--- src/rtl/rec_player.sv ---
// rtl/rec_player.sv - note-record playback sequencer; optional inter-note gap via PLAY_GAP_EN
module rec_player #(
    parameter int OCT_W      = 2,
    parameter int NOTE_W     = 3,
    parameter int LEN_W      = 3,
    parameter int ADDR_W     = 5,
    parameter int GAP_CYCLES = 16
) (
    input  logic                            clk,
    input  logic                            rst,
    input  logic                            play,
    input  logic                            stop,
    input  logic                            loop,
    input  logic [ADDR_W:0]                 rec_len,
    output logic                            rd_en,
    output logic [ADDR_W-1:0]               rd_addr,
    input  logic [OCT_W+NOTE_W+LEN_W:0]     rd_data,
    output logic                            snd_start,
    output logic                            snd_abort,
    output logic [OCT_W-1:0]                snd_octave,
    output logic [NOTE_W-1:0]               snd_note,
    output logic [LEN_W-1:0]                snd_length,
    input  logic                            snd_over,
    output logic                            busy,
    output logic                            done,
    output logic [ADDR_W-1:0]               cur_addr,
    output logic [6:0]                      note_led
);

    localparam int DW = 1 + OCT_W + NOTE_W + LEN_W;

    localparam logic [2:0] S_IDLE  = 3'd0;
    localparam logic [2:0] S_FETCH = 3'd1;
    localparam logic [2:0] S_LOAD  = 3'd2;
    localparam logic [2:0] S_WAIT  = 3'd3;
    localparam logic [2:0] S_GAP   = 3'd4;
    localparam logic [2:0] S_END   = 3'd5;

    logic [2:0]        state;
    logic [2:0]        state_nx;
    logic [ADDR_W-1:0] addr;
    logic              last_entry;
    logic              entry_valid;
    logic              aborting;

    // The entry just played is the last one when its successor index reaches rec_len.
    assign last_entry  = ({1'b0, addr} + {{ADDR_W{1'b0}}, 1'b1}) == rec_len;
    assign entry_valid = rd_data[DW-1];
    assign aborting    = stop && (state != S_IDLE);

    assign rd_en   = (state == S_FETCH);
    assign rd_addr = addr;
    assign busy    = (state != S_IDLE);
    // A stop landing in END suppresses the done pulse.
    assign done    = (state == S_END) && !stop;

`ifdef PLAY_GAP_EN
    localparam int GW = $clog2(GAP_CYCLES + 1);
    logic [GW-1:0] gap_cnt;
    logic          gap_last;

    assign gap_last = (gap_cnt == GW'(GAP_CYCLES - 1));

    // Gap counter restarts on every WAIT->GAP entry and runs only inside GAP.
    always_ff @(posedge clk or posedge rst) begin
        if (rst) begin
            gap_cnt <= '0;
        end else if (state == S_GAP && !gap_last) begin
            gap_cnt <= gap_cnt + 1'b1;
        end else begin
            gap_cnt <= '0;
        end
    end
`endif

    // Next-state selection; stop overrides every other transition.
    always_comb begin
        state_nx = state;
        case (state)
            S_IDLE: begin
                if (play) begin
                    state_nx = (rec_len == '0) ? S_END : S_FETCH;
                end
            end
            S_FETCH: state_nx = S_LOAD;
            S_LOAD:  state_nx = entry_valid ? S_WAIT : S_END;
            S_WAIT: begin
                if (snd_over) begin
`ifdef PLAY_GAP_EN
                    state_nx = last_entry ? S_END : S_GAP;
`else
                    state_nx = last_entry ? S_END : S_FETCH;
`endif
                end
            end
`ifdef PLAY_GAP_EN
            S_GAP: begin
                if (gap_last) begin
                    state_nx = S_FETCH;
                end
            end
`endif
            S_END:   state_nx = (loop && rec_len != '0) ? S_FETCH : S_IDLE;
            default: state_nx = S_IDLE;
        endcase
        if (stop) begin
            state_nx = S_IDLE;
        end
    end

    // State, address walk and the registered sound-engine interface.
    always_ff @(posedge clk or posedge rst) begin
        if (rst) begin
            state      <= S_IDLE;
            addr       <= '0;
            snd_start  <= 1'b0;
            snd_abort  <= 1'b0;
            snd_octave <= '0;
            snd_note   <= '0;
            snd_length <= '0;
            cur_addr   <= '0;
        end else begin
            state     <= state_nx;
            snd_start <= 1'b0;
            snd_abort <= stop && (state == S_WAIT);
            if (aborting) begin
                addr <= '0;
            end else begin
                case (state)
                    S_LOAD: begin
                        if (entry_valid) begin
                            snd_octave <= rd_data[DW-2 -: OCT_W];
                            snd_note   <= rd_data[NOTE_W+LEN_W-1 -: NOTE_W];
                            snd_length <= rd_data[LEN_W-1:0];
                            snd_start  <= 1'b1;
                            cur_addr   <= addr;
                        end
                    end
                    S_WAIT: begin
                        if (snd_over && !last_entry) begin
                            addr <= addr + 1'b1;
                        end
                    end
                    S_END:   addr <= '0;
                    default: addr <= addr;
                endcase
            end
        end
    end

    // Note LEDs: one-hot of do..si while a note sounds, dark for rests and other states.
    always_comb begin
        note_led = 7'd0;
        if (state == S_WAIT && snd_note != '0) begin
            note_led = 7'd1 << (snd_note - 1'b1);
        end
    end

endmodule

--- config.mk ---
export PLATFORM = sky130hd
export DESIGN_NAME = rec_player
export DESIGN_NICKNAME = d
export VERILOG_FILES = /design/src/rtl/rec_player.sv
export SDC_FILE = /design/constraint.sdc
export NUM_CORES = 1
export LEC_CHECK = 0
export CAP_MARGIN = 20
export CORE_MARGIN = 2
export CORE_UTILIZATION = 30
export DETAILED_ROUTE_END_ITERATION = 7
export PLACE_DENSITY_LB_ADDON = 0.3
export SKIP_LAST_GASP = 1
export SLEW_MARGIN = 5
export SYNTH_ARGS = -nofsm -noshare
export SYNTH_HDL_FRONTEND = slang
export SYNTH_SLANG_ARGS = --single-unit
--- constraint.sdc ---
create_clock -name clk -period 2.25 [get_ports clk]
set_clock_uncertainty 0.15 [all_clocks]
set_input_delay 0.45 -clock clk [delete_from_list [all_inputs] [get_ports clk]]
set_output_delay 0.45 -clock clk [all_outputs]
set_load 0.03 [all_outputs]
==> results.toml <==
[clocking]
clk_latency_ps = 260
post-cts-setup-buffers = 0
cts.clk_slew.worst_paths_ps = 80
cts_max_path_buffers = 2
cts_tree = "built"
clkSinkCount = 23
numCtsBuffers = 3
clockRootBuffer = "clkbuf_8"
ctsHoldBuffers = 0
htreeDepth = 1

[yosys]
synth.area.mux_share_pct = 15.63
synth_xor_area_share_pct = 3.314
ys_types = 37
synth_edf_count = 0
syn_inst = 131
ys_seq_elements = 23
yosysTopAreaCellShare_pct = 43.56
ys_top_cells_by_area = "dfrtp_1 44%, mux2_2 9.4%, mux2i_1 4.5%"
synthAdderAreaFrac_pct = 1.894
synth_top_family_by_area = "simple AND/OR/NAND/NOR gates"
syn-cell-area_um2 = 1321
synth_most_common_cell = "dfrtp_1"
synthArstFlopShare_pct = 100.0
yosys_warnings = 0
ys_seq_area_share_pct = 43.56
synth_area_per_cell_um2 = 10.09
synth-compound-area-share_pct = 10.13
synth_simple_gate_area_share_pct = 22.63
synth_ff_type = "dfrtp_1"
synth_common_cells = "23 x dfrtp_1, 16 x nand2_1, 11 x mux2_2, 11 x nor2_1, 7 x nand2b_1"
synth.largest_area_cell = "dfrtp_1"
syn_nets = 154

[global_route]
grt_overflow_total = 0
antenna_found_initial = 0
grt_max_degree = 24
grt_pass1_wl_mm = 5.264
grt_util_all_layers_pct = 13.07
grt_pass1_vias = 1141

[worst_hold_path]
min_path_type = "in -> async"

[detailed_routing]
vias = 1169
met3WireLength_um = 133
antenna_left = 0
wl_met2_mm = 1.592
top_layer = "met4"
met1_length_mm = 1.382
wl_mm = 3.158
drt-initial-drc-count = 49
vias_per_cell = 4.891
dr.pass1.iters = 4
avgRoutedWirePerCell_um = 13.21
drc = 0

[floorplanning]
std_cell_rows = 24
core_area_um2 = 4294
die_h_um = 70.37
start_util_pct = 30.77
dieArea_um2 = 4951
ioPinCount = 51
die_x_um = 70.37

[worst_setup_path]
critPathRequiredTime_ps = 1650
cp-end-kind = "output port"
cp.arrival_ps = 1540
worstPathMaxFanout = 8
worstSetupStartpointType = "flop"
reg2reg_slack_ps = 230
reg2reg_depth = 6
r2r_end = "rd_addr[3]$_DFFE_PP0P_"
rr_startpoint = "rd_addr[1]$_DFFE_PP0P_"
critPathKind = "reg -> out"

[pwr]
power_density_nw_per_um2 = 717.1
finalPower_mw = 1.405
vdd_drop_max_mv = 0.6019
power_leakage_nw = 0.8648

[placement]
pre_cts_slack_ps = -70.84
placed_cells = 235
dpl_cell_area_um2 = 1907
port_buffers = 50
dp_hpwl_mm = 2.415
gp_congestion = 0.7709

[timing]
fin_crit_ps = 2144
fin_crit_sh_pct = 95.31
slew_viol_final = 0
max_clock_freq_ghz = 0.4663
report.final.hold_viol_count = 0
max_slew.worst_pin.slew_ps = 413.8
setup_viol = 0
setup_tns_ps = 0
setup_slack_ps = 105.6
max-slew-margin-rel_pct = 72.41

[finish]
layout.cells.non_filler = 239
drive_above_1_share_pct = 20.32
fin_nets = 211
final_cell_area_um2 = 1959
antenna_cells = 0
fillers = 400
area_growth_pct = 48.30

[outcome]
status = "complete, no violations"

[job]
maxCapViolations = 0
==> worst max path at each step <==
| stage | endpoint | from |
|---|---|---|
| global placement | rd_addr[3]$_DFFE_PP0P_ | rec_len[2] |
| global route | note_led[2] | state[0]$_DFFE_PP0P_ |
| finish | note_led[0] | snd_note[1]$_DFFE_PP0P_ |
| detailed placement | rd_addr[3]$_DFFE_PP0P_ | rec_len[2] |
| floorplan | note_led[1] | snd_note[1]$_DFFE_PP0P_ |
| CTS | note_led[5] | snd_note[1]$_DFFE_PP0P_ |
==> metal layers <==
layer | vias up | track usage [%]
met3 | 4 | 2.020
met5 | - | 0
li1 | 572 | -
met1 | 564 | 15.81
met2 | 29 | 22.75
met4 | 0 | 5.769
==> stage by stage <==
stage | utilization [%] | hold WS, ps
final | 45.63 | 358.0
after global routing | 45.63 | 387.5
after CTS | 45.45 | 363.4
after detailed placement | 44.41 | 344.6
after global placement | 44.41 | 325.7
after floorplan | - | 301.9
==> final cells by class <==
class | count | area [um2] | area share [%]
clock buffer | 4 | 45.04 | 2.299
inverter | 3 | 11.26 | 0.5747
multi-input combinational | 99 | 721.9 | 36.85
timing repair buffer | 58 | 538.0 | 27.46
sequential | 23 | 578.1 | 29.50
tap | 52 | 65.06 | 3.321
==> layout by cell type (no fill, tap or decap), types with 2 or more instances in the layout <==
cell,Yosys,final
a21oi_1,4,4
and2_1,2,2
buf_4,0,16
clkbuf_8,0,3
clkdlybuf4s50_1,0,40
dfrtp_1,23,21
dfrtp_2,0,2
dlygate4sd2_1,0,2
ha_1,2,2
inv_1,3,3
mux2_1,2,2
mux2_2,11,11
mux2i_1,6,6
nand2_1,16,16
nand2b_1,7,7
nand3_1,6,6
nor2_1,11,10
nor3_1,3,3
o21ai_0,6,6
xnor2_1,2,2
xor2_1,3,3
==> worst max-delay path, stage by stage (launching register included) <==
cell,delay (ps)
dfrtp_2,460
nor2_1,120
ha_1,280
nor4b_2,220
buf_4,190
==> logic make-up after synthesis <==
logic type,after synthesis
adder cells (fa/ha/maj),2
buffers and inverters,9
multiplexers,19
XOR/XNOR,5
AND/OR/NAND/NOR,54
flip-flops,23
AO/OA/AOI/OAI,19
==> power by group <==
part / internal (mW) / total, mW / switching [mW]
Sequential: 0.492 / 0.563 / 0.0710
Clock: 0.126 / 0.252 / 0.125
Combinational: 0.265 / 0.591 / 0.326
==> timing repair <==
| item | CTS | global route |
|---|---|---|
| pin swaps | 0 | 0 |
| setup endpoints to repair | 5 | 5 |
| cloned | 0 | 0 |
| gates resized for setup | 3 | 3 |
==> flip-flops by register name, indices dropped and copies added, names as in the netlist <==
register,cells
rd_addr,5
cur_addr,5
snd_abort,1
snd_note,3
snd_start,1
snd_octave,2
state,3
snd_length,3
No activity file was read; power rests on OpenSTA's default activity.
